--- config.mk ---
export PLATFORM = sky130hd
export DESIGN_NAME = btn_conditioner
export DESIGN_NICKNAME = d
export VERILOG_FILES = /design/src/rtl/calc_pkg.sv /design/src/rtl/btn_debounce.sv /design/src/rtl/btn_conditioner.sv
export SDC_FILE = /design/constraint.sdc
export NUM_CORES = 1
export LEC_CHECK = 0
export ABC_AREA = 1
export CAP_MARGIN = 0
export CORE_ASPECT_RATIO = 1.75
export CORE_MARGIN = 2
export CORE_UTILIZATION = 25
export DETAILED_ROUTE_END_ITERATION = 12
export PLACE_DENSITY_LB_ADDON = 0.08
export SETUP_SLACK_MARGIN = 0.1
export SLEW_MARGIN = 20
export SYNTH_ARGS = -nofsm -noshare
export SYNTH_HDL_FRONTEND = slang
export SYNTH_SLANG_ARGS = --single-unit
--- constraint.sdc ---
create_clock -name clk -period 4.6 [get_ports clk]
set_input_delay 0.92 -clock clk [delete_from_list [all_inputs] [get_ports clk]]
set_output_delay 0.92 -clock clk [all_outputs]
set_load 0.02 [all_outputs]
--- src/rtl/calc_pkg.sv ---
// Shared types and constants for the calculator front end.
package calc_pkg;

   typedef enum logic [1:0] {
      IDLE,
      PRESS_WAIT,
      HELD,
      RELEASE_WAIT
   } btn_state_t;

   localparam int N_BTN = 5;

   localparam int BTN_C = 0;
   localparam int BTN_L = 1;
   localparam int BTN_U = 2;
   localparam int BTN_R = 3;
   localparam int BTN_D = 4;

endpackage

--- src/rtl/btn_debounce.sv ---
// One button channel: two-flop synchronizer, debounce FSM, and registered
// press pulse and held level.
module btn_debounce
   import calc_pkg::*;
#(
   parameter logic [15:0] DEBOUNCE_CYCLES = 16'd50000
) (
   input  logic clk,
   input  logic rst,
   input  logic raw,
   output logic pulse,
   output logic level
);

   localparam logic [15:0] LAST = DEBOUNCE_CYCLES - 16'd1;

   logic       s1;
   logic       s2;
   btn_state_t state;
   logic [15:0] cnt;

   always_ff @(posedge clk or posedge rst) begin
      if (rst) begin
         s1    <= 1'b0;
         s2    <= 1'b0;
         state <= IDLE;
         cnt   <= 16'd0;
         pulse <= 1'b0;
         level <= 1'b0;
      end else begin
         s1    <= raw;
         s2    <= s1;
         pulse <= 1'b0;
         case (state)
            IDLE: begin
               if (s2) begin
                  state <= PRESS_WAIT;
                  cnt   <= 16'd1;
               end
            end
            PRESS_WAIT: begin
               if (!s2) begin
                  state <= IDLE;
                  cnt   <= 16'd0;
               end else if (cnt == LAST) begin
                  state <= HELD;
                  cnt   <= 16'd0;
                  pulse <= 1'b1;
                  level <= 1'b1;
               end else begin
                  cnt <= cnt + 16'd1;
               end
            end
            HELD: begin
               // No auto-repeat: only a release can leave this state.
               if (!s2) begin
                  state <= RELEASE_WAIT;
                  cnt   <= 16'd1;
               end
            end
            RELEASE_WAIT: begin
               if (s2) begin
                  state <= HELD;
                  cnt   <= 16'd0;
               end else if (cnt == LAST) begin
                  state <= IDLE;
                  cnt   <= 16'd0;
                  level <= 1'b0;
               end else begin
                  cnt <= cnt + 16'd1;
               end
            end
            default: begin
               state <= IDLE;
               cnt   <= 16'd0;
            end
         endcase
      end
   end

endmodule

--- src/rtl/btn_conditioner.sv ---
// Board-pin conditioner for calc: debounced one-shot button presses and
// synchronized switches.
module btn_conditioner
   import calc_pkg::*;
#(
   parameter logic [15:0] DEBOUNCE_CYCLES = 16'd50000
) (
   input  logic        clk,
   input  logic        rst,
   input  logic        btnc_raw,
   input  logic        btnl_raw,
   input  logic        btnu_raw,
   input  logic        btnr_raw,
   input  logic        btnd_raw,
   input  logic [15:0] sw_raw,
   output logic        btnc,
   output logic        btnl,
   output logic        btnu,
   output logic        btnr,
   output logic        btnd,
   output logic [4:0]  btn_level,
   output logic [15:0] sw
);

   logic [N_BTN-1:0] btn_raw;
   logic [N_BTN-1:0] btn_pulse;
   logic [15:0]      sw_s1;
   logic [15:0]      sw_s2;

   assign btn_raw = {btnd_raw, btnr_raw, btnu_raw, btnl_raw, btnc_raw};

   for (genvar i = 0; i < N_BTN; i++) begin : g_btn
      btn_debounce #(
         .DEBOUNCE_CYCLES(DEBOUNCE_CYCLES)
      ) u_debounce (
         .clk  (clk),
         .rst  (rst),
         .raw  (btn_raw[i]),
         .pulse(btn_pulse[i]),
         .level(btn_level[i])
      );
   end

   assign btnc = btn_pulse[BTN_C];
   assign btnl = btn_pulse[BTN_L];
   assign btnu = btn_pulse[BTN_U];
   assign btnr = btn_pulse[BTN_R];
   assign btnd = btn_pulse[BTN_D];

   // Switches are level inputs to calc, so they are synchronized only.
   always_ff @(posedge clk or posedge rst) begin
      if (rst) begin
         sw_s1 <= 16'd0;
         sw_s2 <= 16'd0;
      end else begin
         sw_s1 <= sw_raw;
         sw_s2 <= sw_s1;
      end
   end

   assign sw = sw_s2;

endmodule

After elaboration in Yosys (flattened, before gate mapping)
Cells that the tools add are included.

Flip-flop bits (word level): 142. Bits of input ports: 23. Output and inout bits: 26. Word-level logic and storage cells: 227.

Add/subtract/negate cells: 5. Eq/ne operators: 60. Multiplexer cells: 105. Reductions and logical operators: 25.

Operators by type and width (number): two-way mux 16 bit (25); one-hot mux 16 bit (4 select lines) (5); adder 16 x 1 -> 16 bit, second input constant (5); == test 16 bit, second input constant (5); two-way mux 2 bit (30); != test 2 x 1 -> 1 bit, second input constant (20); one-hot mux 2 bit (4 select lines) (5); two-way mux 1 bit (35); AND reduction 5 bit (5); == test 2 bit, second input constant (10); != test 2 bit, second input constant (10); AND reduction 4 bit (5); != test 3 x 1 -> 1 bit, second input constant (5); != test 3 bit, second input constant (5); == test 2 x 1 -> 1 bit, second input constant (5); zero test 2 bit (5); one-hot mux 1 bit (2 select lines) (5); AND reduction 2 bit (5); nonzero test 2 bit (5).

Longest topological paths before layout
Gate-level depths: netlist of the first run.

Depth in word-level cells: 4. Mapped depth: 9. Depth with buffers taken out: 9.

Hierarchy
Synthesis of the first run repeated with hierarchy kept, for this count alone.

Cell total of the unflattened synthesis: 811. Area, all modules: 7034.2 um^2.

By module, submodules not included: btn_debounce (g_btn[0].u_debounce ...) (times used 4, cells an instance 156, area an instance 1258.7 um^2, seq. area each 550.5 um^2); btn_debounce (g_btn[4].u_debounce) (times used 1, cells an instance 154, area an instance 1194.9 um^2, seq. area each 550.5 um^2); btn_conditioner (times used 1, cells an instance 33, area an instance 804.5 um^2, seq. area each 800.8 um^2).

Worst setup path after synthesis of the first run
OpenSTA, ideal clock, no wires.

Path type: flip-flop to output port. From: register g_btn[4].u_debounce.level. To: output port btn_level[4]. Data arrival time: 0.501 ns. Data required time: 3.680 ns. Path slack: 3.179 ns. Cell stages (with the launch flop): 2. Buffers on the path: 1. Cells stage by stage: dfrtp_1 -> buf_4.

RTL lines: from (decl) (line btn_debounce.sv:12) `output logic level`; from (signal assigned) (line btn_debounce.sv:29) `level <= 1'b0;`; from (signal assigned) (line btn_debounce.sv:49) `level <= 1'b1;`; from (signal assigned) (line btn_debounce.sv:68) `level <= 1'b0;`; to (decl) (line btn_conditioner.sv:21) `output logic [4:0] btn_level,`.

No word-level cell between the ends.

Worst setup path in the final report of the first run
From: register g_btn[0].u_debounce.level. To: output port btn_level[0].

RTL lines (line): from (decl) (btn_debounce.sv:12); from (signal assigned) (btn_debounce.sv:29); from (signal assigned) (btn_debounce.sv:49); from (signal assigned) (btn_debounce.sv:68).

No word-level cell between the ends.

==> results_dict.tcl, run 1 <==
set metrics [dict create \
    slowest_delay_ps 610 \
    clock_latency_ps 450 \
    ys_types 29 \
    grt_pass1_wl_um 28400 \
    dpl.hpwl_um 11900 \
    p_per_area_nw_per_um2 366 \
    postCtsHoldBufs 0 \
    drive_gt1_frac 0.0714 \
    fin_tns_setup_ps 0 \
    p_leak_nw 3.82 \
    avgRoutedWirePerCell_um 13.4 \
    timing.critical_path.buf_inv 1 \
    grt_remaining_overflow 0 \
    clockRootBuffer "clkbuf_16" \
    drtIter0Drc 228 \
    hold_path_class "reg2reg" \
    cts_buffers 17 \
    ir_drop_v 0.000243 \
    route.final.wire_length_um 16600 \
    crit_required_ps 3680 \
    start_util 0.255 \
    cts_setup_buffers 0 \
    relSlewSlack 0.422 \
    maxCapViolations 0 \
    die_h_um 222 \
    crit_chain "clkdlybuf4s50_1" \
    tritoncts "yes" \
    finalSetupViolCount 0 \
    grt_max_degree 61 \
    h-tree-depth 4 \
    place_ws_ps 2240 \
    gp_congestion 0.759 \
    top_level_ports 49 \
    status "finished clean" \
    antenna_cells 0 \
    postRouteAntennaNets 0 \
    fmax_ghz 0.431 \
    crit_fanout 2 \
    skew_ps 8.54 \
    yosysSeqAreaShare 0.523 \
    cts_resized 0 \
    hold_viol 0 \
    fin_crit_ps 2320 \
    placementRows 79 \
    die_w_um 129 \
    area_delta_synth_final_pct 22.4 \
    drc 0 \
    placed_area_um2 7650 \
    nets 925 \
    cts_sinks 142 \
    holdWs_ps 347 \
    avgSynthCellArea_um2 8.09 \
    synthesis.nets 868 \
    end_kind "output pin" \
    grt_usage 0.128 \
    vias_per_cell 4.38 \
    drv_slew 0 \
    cts.path.max_buffers 2 \
    grt_pass1_vias 5710 \
    timing.final.crit_share 0.505 \
    antenna_found_initial 3 \
    worst_pin_slew_ps 866 \
    final_area_um2 8320 \
    critPathTopFamily "buffers and inverters" \
    dr_total_vias 5405 \
    path_clk_slew_ps 60 \
    die-area_um2 28600 \
    fin_ws_ps 2280 \
    yosysWarningCount 0 \
    start_kind "register" \
    first_pass_iters 4 \
    cpMaxStageDelayCell "clkdlybuf4s50_1" \
    netlist_area_um2 6800 \
    ys_seq_elements 142 \
    core_area_um2 26700 \
    rsz0062_at_grt "no" \
    worstPathArrival_ps 1400 \
    path_class "reg2out" \
    synth_cells 840 \
    port_buffers 48 \
]
## path summary, 6_finish.rpt
path                                                 start                          end  slack, ps  cells past startpoint
worst max-delay path             g_btn[0].u_debounce.level                 btn_level[0]       2280                      1
worst min-delay path                              sw_s1[6]                        sw[6]        350                      0
worst max register to register  g_btn[4].u_debounce.cnt[0]   g_btn[4].u_debounce.cnt[7]       2900                      8
worst min register to register                    sw_s1[6]                        sw[6]        350                      0
max in group asynchronous                              rst    g_btn[3].u_debounce.pulse       2810                      3
min in group asynchronous                              rst  g_btn[0].u_debounce.cnt[14]       1000                      2
## final cells by class
class                      instances  area [µm²]
clock buffer                      18         429
clock inverter                    14         240
fill                            2824       18400
inverter                         110         417
multi-input combinational        576        2750
sequential                       142        3550
tap                              324         405
timing repair buffer              50         520
## stage by stage
step	power [W]	utilization	cells
2_1_floorplan	0.00141	-	840
3_3_place_gp	0.00148	0.287	1202
5_1_grt	0.00317	0.312	1234
3_5_place_dp	0.00148	0.287	1202
6_report	0.00304	0.312	1234
4_1_cts	0.00311	0.312	1234
## cell usage after synthesis, drive strengths merged
cell type / number / share of area
xnor2: 8 / 0.010
nor3: 14 / 0.010
o21bai: 8 / 0.0088
nor2: 85 / 0.054
inv: 110 / 0.061
nand2: 266 / 0.15
o21ai: 47 / 0.035
nand3b: 1 / 0.0011
ha: 5 / 0.0092
or2: 4 / 0.0037
nand4: 11 / 0.010
o211ai: 1 / 0.0011
a21oi: 5 / 0.0053
o22ai: 16 / 0.015
dfrtp: 142 / 0.52
nand3: 84 / 0.065
xor2: 21 / 0.027
buf: 12 / 0.012
## cell usage in the layout, fill, tap and decap left out, types with 2 or more instances in the layout
cell type / count
nor2_4: 3
nand3_1: 80
inv_1: 105
o22ai_1: 16
buf_12: 2
ha_1: 5
bufinv_16: 6
nand3_2: 4
xor2_1: 21
o21ai_1: 4
a21oi_1: 4
xnor2_1: 8
clkinvlp_4: 3
o21bai_1: 8
nand2_1: 259
nor2_2: 9
clkinv_4: 3
nand4_1: 11
clkdlybuf4s50_1: 48
dfrtp_1: 142
o21ai_0: 43
clkinv_2: 2
nor3_1: 14
nor2_1: 73
or2_2: 3
clkbuf_16: 17
inv_2: 4
nand2_2: 6
## sequential cells by signal, summed over array words and instances (netlist names), named ones only
signal,flops
g_btn.u_debounce.s2,5
g_btn.u_debounce.state,5
sw,16
g_btn.u_debounce.pulse,5
g_btn.u_debounce.s1,5
g_btn.u_debounce.cnt,80
sw_s1,16
g_btn.u_debounce.level,5
## power breakdown
part | internal (W) | total (W) | switching (W)
clock network | 0.00102 | 0.00159 | 0.000575
logic | 0.0000551 | 0.000143 | 0.0000883
registers | 0.00128 | 0.00131 | 0.0000237
total | 0.00236 | 0.00304 | 0.000687
## cells by family (layout without fill, tap and decap cells)
family | after synthesis | after routing | share of synthesized area
AO/OA/AOI/OAI | 77 | 77 | 0.0646
XOR/XNOR | 29 | 29 | 0.0374
adder cells (fa/ha/maj) | 5 | 5 | 0.00920
buffers and inverters | 122 | 192 | 0.0723
flip-flops | 142 | 142 | 0.523
AND/OR/NAND/NOR | 465 | 465 | 0.294
## layer usage
metal | part of all wire | vias to the layer above | track usage
met1 | 0.40 | 2531 | 0.138
met5 | 0 | - | 0
met4 | 0.023 | 0 | 0.0554
li1 | - | 2768 | -
met2 | 0.54 | 84 | 0.227
met3 | 0.039 | 22 | 0.0386
No activity file was read; power rests on OpenSTA's default activity.
==> run 2, diff against run 1 <==
clock period = 2.3 ns   (was 4.6 ns; I/O delays follow)
==> results_dict.tcl, run 2 (synthesis gave the netlist of run 1 again) <==
set metrics [dict create \
    p_comb_frac 0.050 \
    p_switching_w 0.00137 \
    core_area_um2 26700 \
    cts.path.max_buffers 2 \
    timing.critical_path.buf_inv 1 \
    ir_drop_v 0.000514 \
    avgRoutedWirePerCell_um 14.0 \
    holdWs_ps 347 \
    worstPathArrival_ps 1450 \
    fin_crit_ps 1910 \
    p_per_area_nw_per_um2 709 \
    drc 0 \
    cts_buffers 17 \
    relSlewSlack 0.668 \
    end_kind "output pin" \
    crit_fanout 2 \
    start_util 0.255 \
    dr_total_vias 5471 \
    gp_congestion 0.782 \
    mostFrequentLayoutCells "nand2_1 (259), dfrtp_1 (142), inv_1 (105)" \
    timing.final.crit_share 0.829 \
    start_kind "register" \
    p_leak_nw 3.81 \
    grt_pass1_vias 5733 \
    postRouteAntennaNets 0 \
    clock_latency_ps 440 \
    r2r_start "g_btn[2].u_debounce.s2" \
    instances_no_fill 1236 \
    drtIter0Drc 250 \
    path_class "reg2out" \
    grt_pass1_wl_um 28800 \
    area_delta_synth_final_pct 22.2 \
    die_w_um 129 \
    slowest_delay_ps 620 \
    swShare 0.232 \
    port_buffers 48 \
    hold_path_class "reg2reg" \
    fmax_ghz 0.525 \
    nets 927 \
    min_from "sw_s1[3]" \
    fin_ws_ps 394 \
    postCtsHoldBufs 0 \
    maxCapViolations 0 \
    rr_endpoint "g_btn[2].u_debounce.cnt[11]" \
    vias_per_cell 4.43 \
    n_fill_cell 2849 \
    multi_input_area_um2 2750 \
    r2r_cells 5 \
    cts_sinks 142 \
    p_clk_frac 0.507 \
    grt_max_degree 56 \
    r2r_slack_ps 650 \
    intPower_w 0.00452 \
    cts_setup_buffers 0 \
    cts_resized 0 \
    rsz0062_at_grt "no" \
    top_level_ports 49 \
    fin_tns_setup_ps 0 \
    drive_gt1_frac 0.0746 \
    placementRows 79 \
    hold_end "sw[3]" \
    hold_viol 0 \
    skew_ps 6.37 \
    first_pass_iters 6 \
    grt_remaining_overflow 0 \
    drv_slew 0 \
    regMostFlops "g_btn.u_debounce.cnt" \
    worst_pin_slew_ps 497 \
    clockRootBuffer "clkbuf_16" \
    place_ws_ps 618 \
    critPathTopFamily "buffers and inverters" \
    die_h_um 222 \
    register_area_um2 3550 \
    grt_usage 0.131 \
    finalSetupViolCount 0 \
    path_clk_slew_ps 60 \
    h-tree-depth 4 \
    numPlacedInstances 1204 \
    crit_chain "clkdlybuf4s50_1" \
    dpl.hpwl_um 12800 \
    die-area_um2 28600 \
    antenna_found_initial 0 \
    route.final.wire_length_um 17300 \
    crit_required_ps 1840 \
    status "finished clean" \
    largest_reg_flops 80 \
    seqPwrFrac 0.443 \
    tritoncts "yes" \
    whs_path_depth 0 \
    antenna_cells 0 \
    final_common_cell "nand2_1" \
    cpMaxStageDelayCell "clkdlybuf4s50_1" \
]
==> run 2: worst max-delay path by stage <==
stage / start / end / slack [ps] / cells past startpoint
after floorplan: rst / asynchronous set/reset pin / 60 / 1
after global placement: g_btn[2].u_debounce.s2 / g_btn[2].u_debounce.cnt[11] / 570 / 5
after detailed placement: g_btn[4].u_debounce.cnt[0] / g_btn[4].u_debounce.cnt[8] / 620 / 8
after CTS: g_btn[1].u_debounce.level / btn_level[1] / 360 / 1
after global routing: g_btn[1].u_debounce.level / btn_level[1] / 360 / 1
final: g_btn[1].u_debounce.level / btn_level[1] / 390 / 1
==> run 2: cell type report <==
cell class	instances	area share
Clock buffer	18	0.0529
Clock inverter	14	0.0228
Inverter	110	0.0502
Multi-Input combinational cell	576	0.331
Sequential cell	142	0.428
Tap cell	324	0.0488
Timing Repair Buffer	52	0.0660
==> run 2: worst register-to-register path, cell delays in order, from the launching register on <==
cell and delay (ps):
dfrtp_1 410, xnor2_1 340, nand2_1 250, inv_1 390, nand2_1 90, o21ai_0 90
==> run 2: power groups by stage <==
stage | logic, W | registers (W) | clock network [W]
3_3_place_gp | 0.000311 | 0.00266 | 0
6_report | 0.000295 | 0.00261 | 0.00298
4_1_cts | 0.000310 | 0.00261 | 0.00310
3_5_place_dp | 0.000308 | 0.00266 | 0
5_1_grt | 0.000339 | 0.00262 | 0.00319
2_1_floorplan | 0.000149 | 0.00266 | 0
==> run 2: through the flow <==
step | instance area, µm² | power (W) | util
floorplan | 6800 | 0.00281 | -
detailed placement | 7680 | 0.00297 | 0.288
finish | 8300 | 0.00589 | 0.311
CTS | 8300 | 0.00602 | 0.311
global route | 8300 | 0.00615 | 0.311
global placement | 7680 | 0.00297 | 0.288
==> run 2: metal layers <==
metal  track usage  part of all wire  vias to the layer above  wire, µm
met5             0                 0                        -         0
met4        0.0586             0.022                        0       386
met3        0.0287             0.025                       18       428
met2         0.246              0.55                       69      9610
met1         0.134              0.40                     2613      6930
li1              -                 -                     2771         -
